--- config.mk ---
export PLATFORM = sky130hd
export DESIGN_NAME = sdram_arbiter_flat
export DESIGN_NICKNAME = d
export VERILOG_FILES = /design/src/rtl/sdram_arbiter_if.sv /design/src/rtl/sdram_arbiter.sv /design/src/flat_wrapper.sv
export SDC_FILE = /design/constraint.sdc
export NUM_CORES = 1
export LEC_CHECK = 0
export CORE_AREA = 2 2 102 104
export DETAILED_ROUTE_END_ITERATION = 12
export DIE_AREA = 0 0 104 106
export PLACE_DENSITY_LB_ADDON = 0.05
export SYNTH_ARGS = -nofsm -noshare
export SYNTH_HDL_FRONTEND = slang
export SYNTH_SLANG_ARGS = --single-unit
--- constraint.sdc ---
create_clock -name clk -period 5.3 [get_ports clk]
set_input_delay 1.325 -clock clk [delete_from_list [all_inputs] [get_ports clk]]
set_output_delay 1.325 -clock clk [all_outputs]
set_load 0.03 [all_outputs]
--- src/rtl/sdram_arbiter_if.sv ---
`default_nettype none
// ============================================================================
// Module      : sdram_arbiter_if
// Description : Requester and SDRAM-controller command/response bundle
//               shared by the SDRAM arbiter. The slave modport is the
//               arbiter's view. The master modport is the environment's
//               view (requesters plus controller).
// Revision    : 1.0 - initial release
// ============================================================================
interface sdram_arbiter_if #(
    parameter int NUM_REQ = 4
);
    // Requester side
    logic [NUM_REQ-1:0]    req_read;
    logic [NUM_REQ-1:0]    req_write;
    logic [NUM_REQ*26-1:0] req_addr;
    logic [NUM_REQ*16-1:0] req_wdata;
    logic [NUM_REQ-1:0]    req_ready;
    logic [15:0]           rsp_data;
    logic [NUM_REQ-1:0]    rsp_val;

    // Controller side
    logic                  mem_read;
    logic                  mem_write;
    logic [25:0]           mem_addr;
    logic [15:0]           mem_data_write;
    logic                  mem_cmd_ready;
    logic [15:0]           mem_data_read;
    logic                  mem_data_read_val;

    // Status
    logic                  err_orphan;

    modport slave (
        input  req_read, req_write, req_addr, req_wdata,
        input  mem_cmd_ready, mem_data_read, mem_data_read_val,
        output req_ready, rsp_data, rsp_val,
        output mem_read, mem_write, mem_addr, mem_data_write,
        output err_orphan
    );

    modport master (
        output req_read, req_write, req_addr, req_wdata,
        output mem_cmd_ready, mem_data_read, mem_data_read_val,
        input  req_ready, rsp_data, rsp_val,
        input  mem_read, mem_write, mem_addr, mem_data_write,
        input  err_orphan
    );
endinterface
`default_nettype wire

--- src/rtl/sdram_arbiter.sv ---
`default_nettype none
// ============================================================================
// Module      : sdram_arbiter
// Description : Shares one SDRAM controller command port among NUM_REQ
//               requesters. Arbitration is work-conserving round-robin, and
//               commands pass straight through with zero latency. Read bursts
//               are steered back to their issuer through a tag FIFO.
//               Optional macro SDRAM_ARB_PRIO0_EN gives requester 0 strict
//               priority. The other requesters round-robin among themselves.
// Revision    : 1.0 - initial release
// ============================================================================
module sdram_arbiter #(
    parameter int NUM_REQ     = 4,
    parameter int BURST_WORDS = 8,
    parameter int TAG_DEPTH   = 4
) (
    input  wire             clk,
    input  wire             reset_n,
    sdram_arbiter_if.slave  bus
);

    localparam int c_ptr_w  = $clog2(NUM_REQ);
    localparam int c_tag_w  = $clog2(TAG_DEPTH);
    localparam int c_cnt_w  = c_tag_w + 1;
    localparam int c_beat_w = (BURST_WORDS > 1) ? $clog2(BURST_WORDS) : 1;
    localparam int c_aw     = 26;
    localparam int c_dw     = 16;

    // Registered state
    logic [c_ptr_w-1:0]  r_rr_ptr;
    logic [c_tag_w-1:0]  r_wr_ptr;
    logic [c_tag_w-1:0]  r_rd_ptr;
    logic [c_cnt_w-1:0]  r_count;
    logic [c_beat_w-1:0] r_beat_cnt;
    logic                r_err_orphan;
    logic [c_ptr_w-1:0]  r_tag_mem [TAG_DEPTH];

    // Combinational signals
    logic                w_full;
    logic                w_empty;
    logic [NUM_REQ-1:0]  w_elig;
    logic                w_found;
    logic [c_ptr_w-1:0]  w_winner;
    logic [c_ptr_w-1:0]  w_scan;
    logic                w_issue;
    logic                w_is_read;
    logic                w_push;
    logic                w_pop;
    logic                w_beat_ok;
    logic                w_rr_upd;
    logic [c_ptr_w-1:0]  w_sel;
    logic [c_ptr_w-1:0]  w_head;
    logic [NUM_REQ-1:0]  w_ready;
    logic [NUM_REQ-1:0]  w_rsp_val;
    logic [c_aw-1:0]     w_addr;
    logic [c_dw-1:0]     w_wdata;

    // The registered count gates eligibility, so a pop in this cycle does not unmask reads yet
    assign w_full  = (r_count == c_cnt_w'(TAG_DEPTH));
    assign w_empty = (r_count == '0);

    // Read-and-write from one requester counts as a read, so a full FIFO must mask it entirely
    always_comb begin
        w_elig = '0;
        for (int i = 0; i < NUM_REQ; i++) begin
            if (bus.req_read[i]) begin
                w_elig[i] = ~w_full;
            end else begin
                w_elig[i] = bus.req_write[i];
            end
        end
    end

`ifdef SDRAM_ARB_PRIO0_EN
    // Requester 0 wins outright. The others are scanned after rr_ptr within 1..NUM_REQ-1
    always_comb begin
        w_found  = 1'b0;
        w_winner = '0;
        w_scan   = '0;
        if (w_elig[0]) begin
            w_found = 1'b1;
        end else begin
            for (int k = 1; k < NUM_REQ; k++) begin
                w_scan = c_ptr_w'(1 + ((int'(r_rr_ptr) - 1 + k) % (NUM_REQ - 1)));
                if (!w_found && w_elig[w_scan]) begin
                    w_found  = 1'b1;
                    w_winner = w_scan;
                end
            end
        end
    end

    assign w_rr_upd = w_issue && (w_winner != '0);
`else
    // Scan eligible requesters starting one past the last grant; the first hit wins
    always_comb begin
        w_found  = 1'b0;
        w_winner = '0;
        w_scan   = '0;
        for (int k = 1; k <= NUM_REQ; k++) begin
            w_scan = c_ptr_w'((int'(r_rr_ptr) + k) % NUM_REQ);
            if (!w_found && w_elig[w_scan]) begin
                w_found  = 1'b1;
                w_winner = w_scan;
            end
        end
    end

    assign w_rr_upd = w_issue;
`endif

    assign w_issue   = bus.mem_cmd_ready && w_found;
    assign w_is_read = bus.req_read[w_winner];
    assign w_push    = w_issue && w_is_read;
    assign w_head    = r_tag_mem[r_rd_ptr];
    assign w_beat_ok = bus.mem_data_read_val && !w_empty;
    assign w_pop     = w_beat_ok && (r_beat_cnt == c_beat_w'(BURST_WORDS - 1));

    // Command mux: drive from the winner on issue, otherwise from requester 0
    always_comb begin
        w_sel   = w_issue ? w_winner : '0;
        w_addr  = bus.req_addr[c_aw*int'(w_sel) +: c_aw];
        w_wdata = bus.req_wdata[c_dw*int'(w_sel) +: c_dw];
        w_ready = '0;
        if (w_issue) begin
            w_ready[w_winner] = 1'b1;
        end
    end

    // Read beats are flagged only to the requester at the head of the tag FIFO
    always_comb begin
        w_rsp_val = '0;
        if (w_beat_ok) begin
            w_rsp_val[w_head] = 1'b1;
        end
    end

    // Gate the combinational outputs so that reset silences them at once
    assign bus.req_ready      = reset_n ? w_ready : '0;
    assign bus.mem_read       = reset_n & w_issue & w_is_read;
    assign bus.mem_write      = reset_n & w_issue & ~w_is_read;
    assign bus.mem_addr       = reset_n ? w_addr : '0;
    assign bus.mem_data_write = reset_n ? w_wdata : '0;
    assign bus.rsp_data       = reset_n ? bus.mem_data_read : '0;
    assign bus.rsp_val        = reset_n ? w_rsp_val : '0;
    assign bus.err_orphan     = r_err_orphan;

    // Round-robin pointer remembers the most recent eligible grant
    always_ff @(posedge clk or negedge reset_n) begin
        if (!reset_n) begin
            r_rr_ptr <= c_ptr_w'(NUM_REQ - 1);
        end else if (w_rr_upd) begin
            r_rr_ptr <= w_winner;
        end
    end

    // Tag storage holds the issuing requester index of each outstanding read
    always_ff @(posedge clk) begin
        if (w_push) begin
            r_tag_mem[r_wr_ptr] <= w_winner;
        end
    end

    // Tag FIFO pointers and occupancy; a simultaneous push and pop leaves the count unchanged
    always_ff @(posedge clk or negedge reset_n) begin
        if (!reset_n) begin
            r_wr_ptr <= '0;
            r_rd_ptr <= '0;
            r_count  <= '0;
        end else begin
            if (w_push) begin
                r_wr_ptr <= r_wr_ptr + 1'b1;
            end
            if (w_pop) begin
                r_rd_ptr <= r_rd_ptr + 1'b1;
            end
            case ({w_push, w_pop})
                2'b10:   r_count <= r_count + 1'b1;
                2'b01:   r_count <= r_count - 1'b1;
                default: r_count <= r_count;
            endcase
        end
    end

    // Beat counter marks the end of each burst; orphan beats latch a sticky error
    always_ff @(posedge clk or negedge reset_n) begin
        if (!reset_n) begin
            r_beat_cnt   <= '0;
            r_err_orphan <= 1'b0;
        end else begin
            if (w_pop) begin
                r_beat_cnt <= '0;
            end else if (w_beat_ok) begin
                r_beat_cnt <= r_beat_cnt + 1'b1;
            end
            if (bus.mem_data_read_val && w_empty) begin
                r_err_orphan <= 1'b1;
            end
        end
    end

endmodule
`default_nettype wire

--- src/flat_wrapper.sv ---
// flat-port wrapper written by rule: the top's interface ports become plain ports
module sdram_arbiter_flat 
#(
    parameter int NUM_REQ     = 4,
    parameter int BURST_WORDS = 8,
    parameter int TAG_DEPTH   = 4
)
  (clk, reset_n, bus_req_read, bus_req_write, bus_req_addr, bus_req_wdata, bus_mem_cmd_ready, bus_mem_data_read, bus_mem_data_read_val, bus_req_ready, bus_rsp_data, bus_rsp_val, bus_mem_read, bus_mem_write, bus_mem_addr, bus_mem_data_write, bus_err_orphan);
  sdram_arbiter_if #(.NUM_REQ(NUM_REQ)) bus_i ();
  input  wire clk;
  input  wire reset_n;
  input wire logic [$bits(bus_i.req_read)-1:0] bus_req_read;
  input wire logic [$bits(bus_i.req_write)-1:0] bus_req_write;
  input wire logic [$bits(bus_i.req_addr)-1:0] bus_req_addr;
  input wire logic [$bits(bus_i.req_wdata)-1:0] bus_req_wdata;
  input wire logic [$bits(bus_i.mem_cmd_ready)-1:0] bus_mem_cmd_ready;
  input wire logic [$bits(bus_i.mem_data_read)-1:0] bus_mem_data_read;
  input wire logic [$bits(bus_i.mem_data_read_val)-1:0] bus_mem_data_read_val;
  output wire logic [$bits(bus_i.req_ready)-1:0] bus_req_ready;
  output wire logic [$bits(bus_i.rsp_data)-1:0] bus_rsp_data;
  output wire logic [$bits(bus_i.rsp_val)-1:0] bus_rsp_val;
  output wire logic [$bits(bus_i.mem_read)-1:0] bus_mem_read;
  output wire logic [$bits(bus_i.mem_write)-1:0] bus_mem_write;
  output wire logic [$bits(bus_i.mem_addr)-1:0] bus_mem_addr;
  output wire logic [$bits(bus_i.mem_data_write)-1:0] bus_mem_data_write;
  output wire logic [$bits(bus_i.err_orphan)-1:0] bus_err_orphan;
  assign bus_i.req_read = bus_req_read;
  assign bus_i.req_write = bus_req_write;
  assign bus_i.req_addr = bus_req_addr;
  assign bus_i.req_wdata = bus_req_wdata;
  assign bus_i.mem_cmd_ready = bus_mem_cmd_ready;
  assign bus_i.mem_data_read = bus_mem_data_read;
  assign bus_i.mem_data_read_val = bus_mem_data_read_val;
  assign bus_req_ready = bus_i.req_ready;
  assign bus_rsp_data = bus_i.rsp_data;
  assign bus_rsp_val = bus_i.rsp_val;
  assign bus_mem_read = bus_i.mem_read;
  assign bus_mem_write = bus_i.mem_write;
  assign bus_mem_addr = bus_i.mem_addr;
  assign bus_mem_data_write = bus_i.mem_data_write;
  assign bus_err_orphan = bus_i.err_orphan;
  sdram_arbiter #(.NUM_REQ(NUM_REQ), .BURST_WORDS(BURST_WORDS), .TAG_DEPTH(TAG_DEPTH)) u_core (.clk(clk), .reset_n(reset_n), .bus(bus_i));
endmodule
==> results by group <==
Status
  – Status: finished, final reports clean

Global route
  – Largest net degree at the start of global routing: 35
  – Met2 Use GR: 0.365
  – Vias in the first global route: 3373
  – Met1 Resource Use GR: 0.214
  – Busiest grt layer: met2
  – Antenna violations before repair: 0
  – First-pass GRT wire length: 17400 microns
  – Gr ovfl total: 0
  – GR Layer Usage met3: 0.0754
  – GRT Util Overall: 0.197

Place
  – DP Wirelength: 9640 microns
  – Post-Place Worst Slack: 250 ps
  – Placed Area: 5440 sq um
  – GPL Wtd Cong: 0.849
  – IO buf count: 264
  – Inst Count DP: 674

Worst setup path
  – CP Data Required Time: 3970 ps
  – CP Capture Type: output port
  – CP max FO: 27
  – Critical path arrival: 3750 ps
  – Startpoint Class: input pin
  – Crit Path Category: input pin to output port

Drt
  – DRT Pass-1 Iters: 5
  – Residual DRC count: 0
  – Detail Route Antenna Nets: 0
  – Vias: 3204
  – Total Wirelength: 11400 microns
  – Routed vias/inst: 4.73
  – Detailed Route Iter0 Violations: 118
  – Wire length per cell: 16.8 microns

Yosys
  – Mapped Nets: 487
  – Synth Cell Area: 2670 sq um
  – Yosys cell types: 46
  – Synth top area cells: mux2i_1, dfrtp_1, o22ai_1
  – Seq cells post-synth: 21
  – Post-synthesis mux area share: 0.356
  – Post-Synth Adder-Cell Area: 0.0403
  – Main synth FF type: dfrtp_1
  – Main combinational cell family by area after synthesis: multiplexers
  – Post-synthesis async set-or-reset flop share: 0.619
  – Top cells by count, synth: mux2i_1, o22ai_1, and2_1, nor2_1, nand2_1
  – Post-synth EDFFs: 8
  – Gate Count Post-Synth: 283
  – Synth Area in Simple Gates: 0.140
  – Xor/xnor cell area share of the yosys netlist: 0.0197
  – Top cell type's share of synthesized area: 0.319
  – Synth area leader: mux2i_1
  – Most frequent cell after synthesis: mux2i_1
  – Seq/Total Area, Yosys: 0.213
  – Ys Warns: 0
  – Post-Syn Area per Cell: 9.43 sq um
  – Synth Area in Compound Gates: 0.169

Timing
  – Worst slew margin: 0.704
  – Final TNS setup: 0 ps
  – Hold_ws: 458 ps
  – Setup Viol. Count Final: 0
  – Period utilisation layout: 0.957
  – Final hold violation count: 0
  – Max-slew violations: 0
  – Setup ws final: 227 ps
  – Least-Margin Pin Slew: 444 ps
  – Clock skew: 0.680 ps
  – Tmin final: 5070 ps
  – RSZ-0062 raised after global routing: false
  – Fmax: 197 MHz

Clocking
  – Sink Count: 21
  – CTS clock-pin slew for the worst setup and hold paths: 80 ps
  – Worst-case clock buffer depth: 2
  – Clock Latency Late Sink: 250 ps
  – CTS Buf Count: 3
  – H-tree levels: 1
  – CTS tree: yes
  – Root Driver: clkbuf_8
  – Post-CTS Setup Repair Bufs: 0

Die
  – Floorplan Core Area: 10000 sq um
  – Initial Utilization: 0.267
  – I/O Pins: 265
  – Die Area: 11000 sq um
  – Row cnt: 37
  – Die Span X: 104 microns
  – Die height: 106 microns

Layout
  – Multi-input logic area: 1960 sq um
  – Final nets: 747
  – Post-route cell area: 5490 sq um
  – Area Overhead vs Synth: 106%
  – Register area: 568 sq um
  – Layout cells sized above 1: 0.153
  – Fillers: 949
  – Antenna Diode Count: 0
  – Post-layout util: 0.549
  – Final Non-Filler Cells: 678

Hold path
  – Hold crit path type: flip-flop to flip-flop

Job
  – MaxCap Viol Count: 0

Power
  – P per Cell Area: 390 nW/um^2
  – Leakage power: 2.46 nW
  – Peak supply drop: 0.185 mV
  – Power Total: 2.14 mW
==> area by class of cell <==
type | instances | share of cell area
timing repair buffer | 275 | 0.493
inverter | 10 | 0.00684
tap | 136 | 0.0310
sequential | 21 | 0.103
clock inverter | 1 | 0.00137
multi-input combinational | 232 | 0.357
clock buffer | 3 | 0.00752
==> layer usage <==
layer	wire (microns)	part of all wire
met1	4220	0.37
met2	5930	0.52
met3	1080	0.095
met4	163	0.014
met5	0	0
==> placed cells by master, fill, tap and decap left out, types with 2 or more instances in the layout <==
cell type	netlist	layout
nor2b_1	2	2
nor2_1	13	13
nor3_1	7	7
and4bb_4	2	2
a21o_1	3	3
clkbuf_8	0	3
nand2_1	12	12
a21oi_4	1	2
buf_12	0	8
xor2_1	3	3
mux2i_1	85	85
ha_1	7	7
and2_1	21	21
dfstp_2	2	2
mux4_2	2	2
dfrtp_1	11	11
o21ai_0	3	3
inv_1	10	10
o22ai_1	43	43
clkdlybuf4s50_1	0	217
buf_4	4	50
xnor2_1	3	3
mux2i_2	2	2
edfxtp_1	8	8
==> cell families after synthesis <==
family | after synthesis
AOI/OAI and AO/OA | 61
xor gates and xnor gates | 6
adders and majority gates | 8
buffers and inverters | 30
DFF | 21
muxes | 91
and+or+nand+nor | 66
==> critical path, cell delays in order <==
cell	delay (ps)
clkdlybuf4s50_1	470
nor4bb_2	220
or2_1	260
a32o_1	290
a21oi_4	140
nand2b_2	220
buf_12	230
mux2i_1	270
o22ai_1	100
buf_4	180
==> registers in the layout, indices dropped and copies added (netlist names) <==
| signal | count |
|---|---|
| u_core.r_wr_ptr | 2 |
| u_core.r_rr_ptr | 2 |
| u_core.r_rd_ptr | 2 |
| u_core.r_count | 3 |
| u_core.bus.err_orphan | 1 |
| u_core.r_beat_cnt | 3 |
| u_core.r_tag_mem | 8 |
==> worst paths after layout <==
path	startpoint	endpoint	slack [ps]	cells after the start
worst max-delay path	bus_req_read[2]	bus_mem_addr[1]	230	10
worst min-delay path	u_core.bus.err_orphan	u_core.bus.err_orphan	460	1
worst max register to register	u_core.r_count[0]	u_core.r_count[1]	2130	12
worst min register to register	u_core.bus.err_orphan	u_core.bus.err_orphan	460	1
max in group asynchronous	reset_n	u_core.r_rr_ptr[0]	3570	2
min in group asynchronous	reset_n	u_core.r_beat_cnt[0]	1430	2
==> repair_timing <==
action	in CTS	in global routing
hold buffers	0	0
endpoints found under the setup margin	0	3
gates resized for setup	0	1
==> power breakdown <==
part           internal (mW)  total, mW  leakage (nW)  switching [mW]
clock                 0.0530      0.105        0.0217          0.0523
sequential             0.253      0.317         0.224          0.0641
combinational          0.821       1.72          2.21           0.897
total                   1.13       2.14          2.46            1.01
(Power assumes the default switching activity.)
